### config.mk
export PLATFORM = sky130hd
export DESIGN_NAME = testdrive_apb_arbiter
export DESIGN_NICKNAME = d
export VERILOG_FILES = /design/src/rtl/testdrive_apb_arbiter_pkg.sv /design/src/rtl/testdrive_apb_arbiter_rr_arbiter.sv /design/src/rtl/testdrive_apb_arbiter.sv
export SDC_FILE = /design/constraint.sdc
export NUM_CORES = 1
export LEC_CHECK = 0
export CAP_MARGIN = 20
export CELL_PAD_IN_SITES_DETAIL_PLACEMENT = 1
export CELL_PAD_IN_SITES_GLOBAL_PLACEMENT = 1
export CORE_UTILIZATION = 29
export DETAILED_ROUTE_END_ITERATION = 10
export PLACE_DENSITY = 0.84
export SLEW_MARGIN = 40
export SYNTH_ARGS = -nofsm -noshare
export SYNTH_HDL_FRONTEND = slang
export SYNTH_SLANG_ARGS = --single-unit
export TNS_END_PERCENT = 100
### constraint.sdc
create_clock -name CLK -period 10.5 [get_ports CLK]
set_input_delay 3.15 -clock CLK [delete_from_list [all_inputs] [get_ports CLK]]
set_output_delay 3.15 -clock CLK [all_outputs]
set_load 0.01 [all_outputs]
### src/rtl/testdrive_apb_arbiter_pkg.sv
// rtl/testdrive_apb_arbiter_pkg.sv - shared state type and APB widths for the arbiter
package testdrive_apb_arbiter_pkg;

  localparam int APB_DATA_W = 32;
  localparam int APB_STRB_W = 4;

  typedef enum logic [1:0] {
    ST_IDLE   = 2'd0,
    ST_SETUP  = 2'd1,
    ST_ACCESS = 2'd2
  } apb_state_t;

  // Width of a port index; never below one bit so single-bit vectors stay legal.
  function automatic int idx_bits(input int n);
    return (n > 1) ? $clog2(n) : 1;
  endfunction

endpackage

### src/rtl/testdrive_apb_arbiter_rr_arbiter.sv
// rtl/testdrive_apb_arbiter_rr_arbiter.sv - combinational round-robin pick starting at ptr
module testdrive_rr_arbiter
  import testdrive_apb_arbiter_pkg::*;
#(
  parameter int C_PORTS = 4,
  parameter int IW      = idx_bits(C_PORTS)
) (
  input  logic [C_PORTS-1:0] req,
  input  logic [IW-1:0]      ptr,
  output logic [C_PORTS-1:0] grant,
  output logic [IW-1:0]      grant_idx,
  output logic               hit
);

  logic [IW:0] cand;

  // Walk ports ptr, ptr+1, ... wrapping at C_PORTS; first requester wins.
  always_comb begin
    grant     = '0;
    grant_idx = '0;
    hit       = 1'b0;
    cand      = '0;
    for (int i = 0; i < C_PORTS; i++) begin
      cand = {1'b0, ptr} + (IW+1)'(i);
      if (cand >= (IW+1)'(C_PORTS)) begin
        cand = cand - (IW+1)'(C_PORTS);
      end
      if (!hit && req[cand[IW-1:0]]) begin
        hit                   = 1'b1;
        grant[cand[IW-1:0]]   = 1'b1;
        grant_idx             = cand[IW-1:0];
      end
    end
  end

endmodule

### src/rtl/testdrive_apb_arbiter.sv
// rtl/testdrive_apb_arbiter.sv - multi-port request arbiter driving a single APB master
module testdrive_apb_arbiter
  import testdrive_apb_arbiter_pkg::*;
#(
  parameter int C_PORTS     = 4,
  parameter int C_ADDR_BITS = 10,
  parameter int C_TIME_OUT  = 3000
) (
  input  logic                                  CLK,
  input  logic                                  nRST,
  input  logic [C_PORTS-1:0]                    REQ_VALID,
  output logic [C_PORTS-1:0]                    REQ_READY,
  input  logic [C_PORTS-1:0]                    REQ_WRITE,
  input  logic [C_PORTS-1:0][C_ADDR_BITS-1:0]   REQ_ADDR,
  input  logic [C_PORTS-1:0][APB_DATA_W-1:0]    REQ_WDATA,
  input  logic [C_PORTS-1:0][APB_STRB_W-1:0]    REQ_STRB,
  output logic [C_PORTS-1:0]                    RSP_VALID,
  output logic [APB_DATA_W-1:0]                 RSP_RDATA,
  output logic                                  RSP_ERR,
  output logic                                  PSEL,
  output logic                                  PENABLE,
  output logic                                  PWRITE,
  output logic [C_ADDR_BITS-1:0]                PADDR,
  output logic [APB_DATA_W-1:0]                 PWDATA,
  output logic [APB_STRB_W-1:0]                 PSTRB,
  input  logic [APB_DATA_W-1:0]                 PRDATA,
  input  logic                                  PREADY,
  input  logic                                  PSLVERR
);

  localparam int IW = idx_bits(C_PORTS);
  localparam int CW = (C_TIME_OUT > 0) ? $clog2(C_TIME_OUT + 1) : 1;

  apb_state_t         state;
  logic [IW-1:0]      ptr;
  logic [IW-1:0]      owner;
  logic [CW-1:0]      cnt;
  logic [C_PORTS-1:0] grant;
  logic [IW-1:0]      grant_idx;
  logic               hit;
  logic               timed_out;
  logic [IW-1:0]      next_ptr;

  testdrive_rr_arbiter #(
    .C_PORTS (C_PORTS),
    .IW      (IW)
  ) u_rr (
    .req       (REQ_VALID),
    .ptr       (ptr),
    .grant     (grant),
    .grant_idx (grant_idx),
    .hit       (hit)
  );

  // Grants are only offered in IDLE and never while reset is held.
  assign REQ_READY = (nRST && (state == ST_IDLE)) ? grant : '0;

  assign next_ptr  = (grant_idx == IW'(C_PORTS - 1)) ? '0 : grant_idx + 1'b1;

  // cnt holds the 1-based index of the current ACCESS cycle.
  assign timed_out = (C_TIME_OUT > 0) && (cnt >= CW'(C_TIME_OUT));

  always_ff @(posedge CLK) begin
    if (!nRST) begin
      state     <= ST_IDLE;
      ptr       <= '0;
      owner     <= '0;
      cnt       <= '0;
      RSP_VALID <= '0;
      RSP_RDATA <= '0;
      RSP_ERR   <= 1'b0;
      PSEL      <= 1'b0;
      PENABLE   <= 1'b0;
      PWRITE    <= 1'b0;
      PADDR     <= '0;
      PWDATA    <= '0;
      PSTRB     <= '0;
    end else begin
      RSP_VALID <= '0;
      case (state)
        ST_IDLE: begin
          if (hit) begin
            state   <= ST_SETUP;
            ptr     <= next_ptr;
            owner   <= grant_idx;
            PSEL    <= 1'b1;
            PENABLE <= 1'b0;
            PWRITE  <= REQ_WRITE[grant_idx];
            PADDR   <= REQ_ADDR[grant_idx];
            PWDATA  <= REQ_WDATA[grant_idx];
            PSTRB   <= REQ_WRITE[grant_idx] ? REQ_STRB[grant_idx] : '0;
          end
        end
        ST_SETUP: begin
          state   <= ST_ACCESS;
          PENABLE <= 1'b1;
          cnt     <= CW'(1);
        end
        ST_ACCESS: begin
          // PREADY wins over a coincident timeout so a late but valid reply is kept.
          if (PREADY || timed_out) begin
            state            <= ST_IDLE;
            PSEL             <= 1'b0;
            PENABLE          <= 1'b0;
            RSP_VALID[owner] <= 1'b1;
            RSP_RDATA        <= (PREADY && !PWRITE) ? PRDATA : '0;
            RSP_ERR          <= PREADY ? PSLVERR : 1'b1;
          end else begin
            cnt <= cnt + 1'b1;
          end
        end
        default: begin
          state   <= ST_IDLE;
          PSEL    <= 1'b0;
          PENABLE <= 1'b0;
        end
      endcase
    end
  end

endmodule
==> qor.yml, run 1 <==
outcome: "finished, final reports clean"
dr.pass1.iters: 5
grt_pass1_vias: 6243
dieArea_sq_mm: 0.0195
finalHoldViolCount: 0
syn_area_sq_mm: 0.00551
antenna_found_initial: 0
gr-total-overflow: 0
netlist_instances: 595
utilization_pct: 48.8
vias: 6032
yosys.area.top_type: "dfxtp_1"
yosys.cell_types.count: 59
fin_setup_tns_ps: 0
drt_iter0_drc: 348
clk_pin_slew_ps: 70
cts_root_buffer: "clkbuf_16"
numCtsBuffers: 9
n_antenna_cell: 0
max-cap-violations: 0
insertion_delay_ps: 360
critPathLaunchType: "input pin"
tightestPinTransition_ps: 809
h-tree-depth: 3
post-synth-top-area-fraction_pct: 37.4
nets: 1117
drt-wirelength-per-cell_um: 20.6
fill_cells: 2126
drt-total-wl_um: 23000
synth_nets: 832
slew_violations: 0
end_kind: "primary output"
crit_path_cell_trace: "clkdlybuf4s50_1 -> mux2i_2 -> mux2i_2 -> nor2b_1 -> a221o_1 -> o21ai_0 -> a21oi_1 -> clkdlybuf4s50_1"
cts.path.max_buffers: 2
drive_gt1_share_pct: 5.88
start_util_pct: 29.5
required_ps: 7350
fin_skew_ps: 7.30
synth.avg_cell_area_sq_um: 9.25
grt_max_degree: 53
drc: 0
grt_use_total_pct: 23.0
clock-sinks: 103
final.period_utilization_pct: 85.5
slew_headroom_pct: 46.1
die_h_um: 140
cts.repair.resized: 0
worstPathArrival_ps: 5830
critPathSlowestCell: "clkdlybuf4s50_1"
p_leak_nw: 3.30
die_x_um: 140
rows: 50
hpwl_um: 16900
crit_path_max_incr_delay_ps: 630
synth.area.top_cells: "dfxtp_1 (37%), a221o_1 (8.4%), mux2_1 (8.0%), a21oi_1 (5.4%), a22o_1 (5.1%)"
finalSetupViolations: 0
setup_ws_ps: 1520
async_reset_ff_share_pct: 0
criticalPathCategory: "input pin to primary output"
synth_edf_count: 0
cts_tree: "yes"
synth_common_cells: "dfxtp_1 (103), a21oi_1 (59), o21ai_0 (56)"
ys_seq_area_share_pct: 37.4
dpl_worst_slack_ps: 1570
crit_fanout: 11
ant_nets: 0
rsz0062_at_grt: "false"
max_freq_ghz: 0.111
hold_path_class: "register to register"
crit_family: "buffers and inverters"
synthFlopType: "dfxtp_1"
synth_seq_cells: 103
peakVddDrop_v: 0.0000751
io_buffer_count: 317
layout_min_cycle_time_ps: 8980
area_delta_synth_final_pct: 65.3
cts_setup_buffers: 0
hold_buffers: 0
ys_warn_count: 0
top_level_ports: 318
fin_hold_ws_ps: 461
grt_pass1_wl_um: 34900
synth_most_common_cell: "dfxtp_1"
p_per_area_mw_per_mm2: 163
routabilityCongestion: 0.828
path_buf_inv: 2
core-area_sq_mm: 0.0186
vias_per_cell: 5.39
through the flow:
stage,cells,total power [mW],area [sq um]
floorplan,595,0.861,5510
CTS,1118,1.50,9100
finish,1119,1.49,9100
global route,1119,1.56,9100
detailed placement,1102,1.16,8810
global placement,1102,1.14,8810
layer usage:
layer	global-route usage, %	vias to the layer above	wire (um)
met4	8.16	0	546
li1	-	2834	-
met5	0	-	0
met2	41.7	240	11700
met1	25.6	2925	8960
met3	6.06	33	1750
sequential cells by signal (all words and copies together) (netlist names):
name,count
RSP_ERR,1
PSEL,1
PSTRB,4
PWDATA,32
PENABLE,1
RSP_RDATA,32
cnt,12
ptr,2
PWRITE,1
RSP_VALID,4
PADDR,10
state,1
owner,2
where the power goes:
group,internal [mW],switching (mW)
logic,0.327,0.326
clock network,0.171,0.166
registers,0.452,0.0442
total,0.950,0.536
layout by cell type (no fill, tap or decap), types with 3 or more instances in the layout:
cell type / count
nor2b_1: 6
or3_1: 9
clkdlybuf4s50_1: 317
a221o_1: 46
buf_4: 9
and2_1: 5
mux2_1: 39
nor2_1: 15
a21boi_0: 6
nand3_1: 46
inv_6: 3
nand2_1: 28
a22o_1: 32
o2111ai_1: 4
nand2b_1: 3
o211ai_1: 5
mux2_2: 4
a21oi_1: 59
mux2i_1: 10
ha_1: 9
o21ai_0: 56
dfxtp_1: 103
nor3_1: 5
xor2_1: 3
inv_1: 6
clkbuf_16: 9
cell families (layout without fill, tap and decap cells):
group | Yosys count | in the layout | share of synthesized area [%]
AOI/OAI and AO/OA | 224 | 224 | 29.2
and+or+nand+nor | 138 | 138 | 13.1
DFF | 103 | 103 | 37.4
buffers and inverters | 59 | 349 | 5.41
muxes | 58 | 58 | 12.2
adders and majority gates | 9 | 9 | 2.05
xor gates and xnor gates | 4 | 4 | 0.636
worst paths after layout:
path	endpoint	depth (start not counted)	slack, ps	start
setup / recovery	REQ_READY[3]	8	1520	REQ_VALID[0]
hold / removal	RSP_VALID[0]	1	460	owner[1]
setup reg to reg	PADDR[4]	9	5760	ptr[0]
hold reg to reg	RSP_VALID[0]	1	460	owner[1]
final cells by class:
type	count	area, sq um	area share (%)
Timing Repair Buffer	327	3250	35.7
Multi-Input combinational cell	433	3190	35.0
Sequential cell	103	2060	22.7
Tap cell	234	293	3.22
Clock buffer	10	239	2.63
Clock inverter	6	50.0	0.550
Inverter	6	22.5	0.247
No activity file was read; power rests on OpenSTA's default activity.
==> run 2, diff against run 1 <==
ABC_CLOCK_PERIOD_IN_PS = 10500   (was default)
CORE_UTILIZATION = 30   (was 29)
PLACE_DENSITY = 0.85   (was 0.84)
SYNTH_HIERARCHICAL = 1   (was default)
==> run 2 against run 1 <==
Net effect: clock skew up 1.0 ps; critical endpoint is now REQ_READY[2]; sequential share of layout area up 0.36 points; largest cell class unchanged; register-to-register slack better by 830 ps; sequential power up 15%; die area down 5.3%; final area down 1.6%; clock power down 6%.
==> qor.yml, run 2 <==
outcome: "finished, final reports clean"
synth.area.top_cells: "dfxtp_1 (38%), mux4_2 (20%), nand2_1 (7.3%), a21boi_0 (6.3%), a22o_1 (5.2%)"
slew_headroom_pct: 55.4  # +9.3 points
grt_use_total_pct: 20.9  # -2.1 points
hold_path_class: "register to register"
worstPathArrival_ps: 5850  # +20 ps
fin_area_sq_mm: 0.00896  # -1.6%
syn_area_sq_mm: 0.00539  # -2.2%
crit_fanout: 13  # +2
drt-total-wl_um: 19900  # -14%
final_common_cell: "clkdlybuf4s50_1"
start_util_pct: 30.9  # +1.4 points
vias: 5323  # -12%
area_delta_synth_final_pct: 66.3
clock-sinks: 103  # unchanged
cts.path.max_buffers: 2  # unchanged
cts.repair.resized: 0  # unchanged
grt_pass1_vias: 5668  # -9.2%
drc: 0  # unchanged
synth.avg_cell_area_sq_um: 10.7  # +16%
drive_gt1_share_pct: 11.0  # +5.1 points
p_per_area_mw_per_mm2: 219  # +34%
utilization_pct: 51.4  # +2.6 points
h-tree-depth: 3  # unchanged
rows: 48  # -4.0%
crit_path_cell_trace: "clkdlybuf4s50_1 -> mux4_2 -> nor4b_4 -> a22oi_1 -> o21ai_0 -> and3_1 -> clkdlybuf4s50_1"
nets: 1031  # -7.7%
required_ps: 7350  # about the same
gr-total-overflow: 0  # unchanged
io_buffer_count: 317  # unchanged
top_level_ports: 318  # unchanged
top_regs: "PWDATA x32, RSP_RDATA x32, cnt x12"
die_x_um: 136  # -2.7%
max_freq_ghz: 0.111  # -0.21%
synth_most_common_cell: "nand2_1"
hpwl_um: 15600  # -7.6%
insertion_delay_ps: 340  # -20 ps
synth_common_cells: "nand2_1 (105), dfxtp_1 (103), mux4_2 (49)"
rsz0062_at_grt: "false"
finalSetupViolations: 0  # unchanged
finalHoldViolCount: 0  # unchanged
numCtsBuffers: 9  # unchanged
max-cap-violations: 0  # unchanged
synth_nets: 740  # -11%
tightestPinTransition_ps: 670  # -139 ps
yosys.area.top_type: "dfxtp_1"
dieArea_sq_mm: 0.0185  # -5.3%
cts_root_buffer: "clkbuf_16"
drt-wirelength-per-cell_um: 19.4  # -5.8%
netlist_instances: 504  # -15%
synth_seq_cells: 103  # unchanged
fin_setup_tns_ps: 0  # unchanged
final.period_utilization_pct: 85.7  # +0.18 points
die_h_um: 136  # -2.7%
grt_max_degree: 69  # +30%
async_reset_ff_share_pct: 0  # unchanged
crit_family: "buffers and inverters"
ys_seq_area_share_pct: 38.3  # +0.83 points
antenna_found_initial: 1  # +1
synth_edf_count: 0  # unchanged
fin_skew_ps: 8.33  # +1.03 ps
post-synth-top-area-fraction_pct: 38.3  # +0.83 points
layout_common_cells: "clkdlybuf4s50_1 (316), nand2_1 (104), dfxtp_1 (103)"
grt_pass1_wl_um: 29600  # -15%
p_leak_nw: 3.20  # -3.0%
cts_tree: "yes"
core-area_sq_mm: 0.0174  # -6.6%
synthFlopType: "dfxtp_1"
critPathSlowestCell: "mux4_2"
yosys.cell_types.count: 54  # -8.5%
routabilityCongestion: 0.883  # +6.6%
criticalPathCategory: "input pin to primary output"
dr.pass1.iters: 5  # unchanged
end_kind: "primary output"
ant_nets: 0  # unchanged
cts_setup_buffers: 0  # unchanged
dpl-instance-area_sq_mm: 0.00867  # -1.6%
path_buf_inv: 2  # unchanged
fin_hold_ws_ps: 457  # -3.61 ps
path_common_cell: "clkdlybuf4s50_1"
layout_min_cycle_time_ps: 9000  # +18.9 ps
drt_iter0_drc: 203  # -42%
clk_pin_slew_ps: 70  # about the same
hold_buffers: 0  # unchanged
critPathLaunchType: "input pin"
ys_warn_count: 6  # +6
slew_violations: 0  # unchanged
peakVddDrop_v: 0.000145  # +93%
vias_per_cell: 5.19  # -3.8%
crit_path_max_incr_delay_ps: 670  # +40 ps
-- run 2: cell count changes in the layout (fill, tap and decap cells not counted), moves of 8 or more --
cell	change
mux4_2	+48
nand2_1	+76
a21oi_1	-51
o21ai_0	-47
a21boi_1	+10
mux2_1	-39
a22oi_1	+8
mux2i_1	-9
a221o_1	-46
a21boi_0	+39
nand3_1	-36
nor2_1	-9
-- run 2: routing by layer --
layer | track usage [%] | routed length (um)
met1 | 21.7 | 7310
met5 | 0 | 0
met4 | 9.01 | 635
met2 | 39.3 | 10500
met3 | 5.22 | 1400
-- run 2: final timing paths --
path,from,end,slack [ps],depth (start not counted)
max,REQ_VALID[3],REQ_READY[2],1500,7
min reg2reg,PADDR[7],PADDR[7],460,2
min,PADDR[7],PADDR[7],460,2
max reg2reg,ptr[0],PSTRB[1],6590,10
-- run 2: area by class of cell --
cell class	instances	area, sq um
diodes	1	2.50
clock buffers	12	246
clock inverters	4	31.3
fillers	1846	8460
inverters	9	33.8
multi-input cells	351	3090
flip-flops and latches	103	2060
well taps	225	282
repair buffers	321	3210
-- run 2: power by group --
part,switching [mW],internal [mW],total (mW)
combinational,0.498,0.575,1.07
sequential,0.0707,0.497,0.568
clock,0.150,0.168,0.318
total,0.719,1.24,1.96
-- run 2: per-stage QoR --
| stage | power [mW] | setup WS, ps | std cells |
|---|---|---|---|
| after floorplan | 1.23 | 2900 | 504 |
| after global placement | 1.62 | 1740 | 1008 |
| after detailed placement | 1.66 | 1620 | 1008 |
| after CTS | 1.99 | 1530 | 1024 |
| after global routing | 2.08 | 1430 | 1026 |
| final | 1.96 | 1500 | 1026 |
-- run 2: kinds of logic (layout without fill, tap and decap cells) --
kind of cell | after synthesis | count (layout) | share of synthesized area, %
buffers and inverters | 50 | 346 | 4.92
XOR/XNOR | 1 | 1 | 0.163
AND/OR/NAND/NOR | 158 | 158 | 13.9
other | 0 | 1 | 0
AO/OA/AOI/OAI | 130 | 130 | 18.8
adder cells (fa/ha/maj) | 8 | 8 | 1.86
multiplexers | 54 | 54 | 22.1
flip-flops | 103 | 103 | 38.3
-- run 2: worst reg2reg max path, cell delays in order, from the launching register on --
cell      delay (ps)
dfxtp_1          690
inv_1            180
ha_1             400
mux4_2           450
and2b_2          310
o21ai_0          140
o31ai_4          110
buf_6            530
mux4_2           750
nand3_1          130
a21boi_0          90
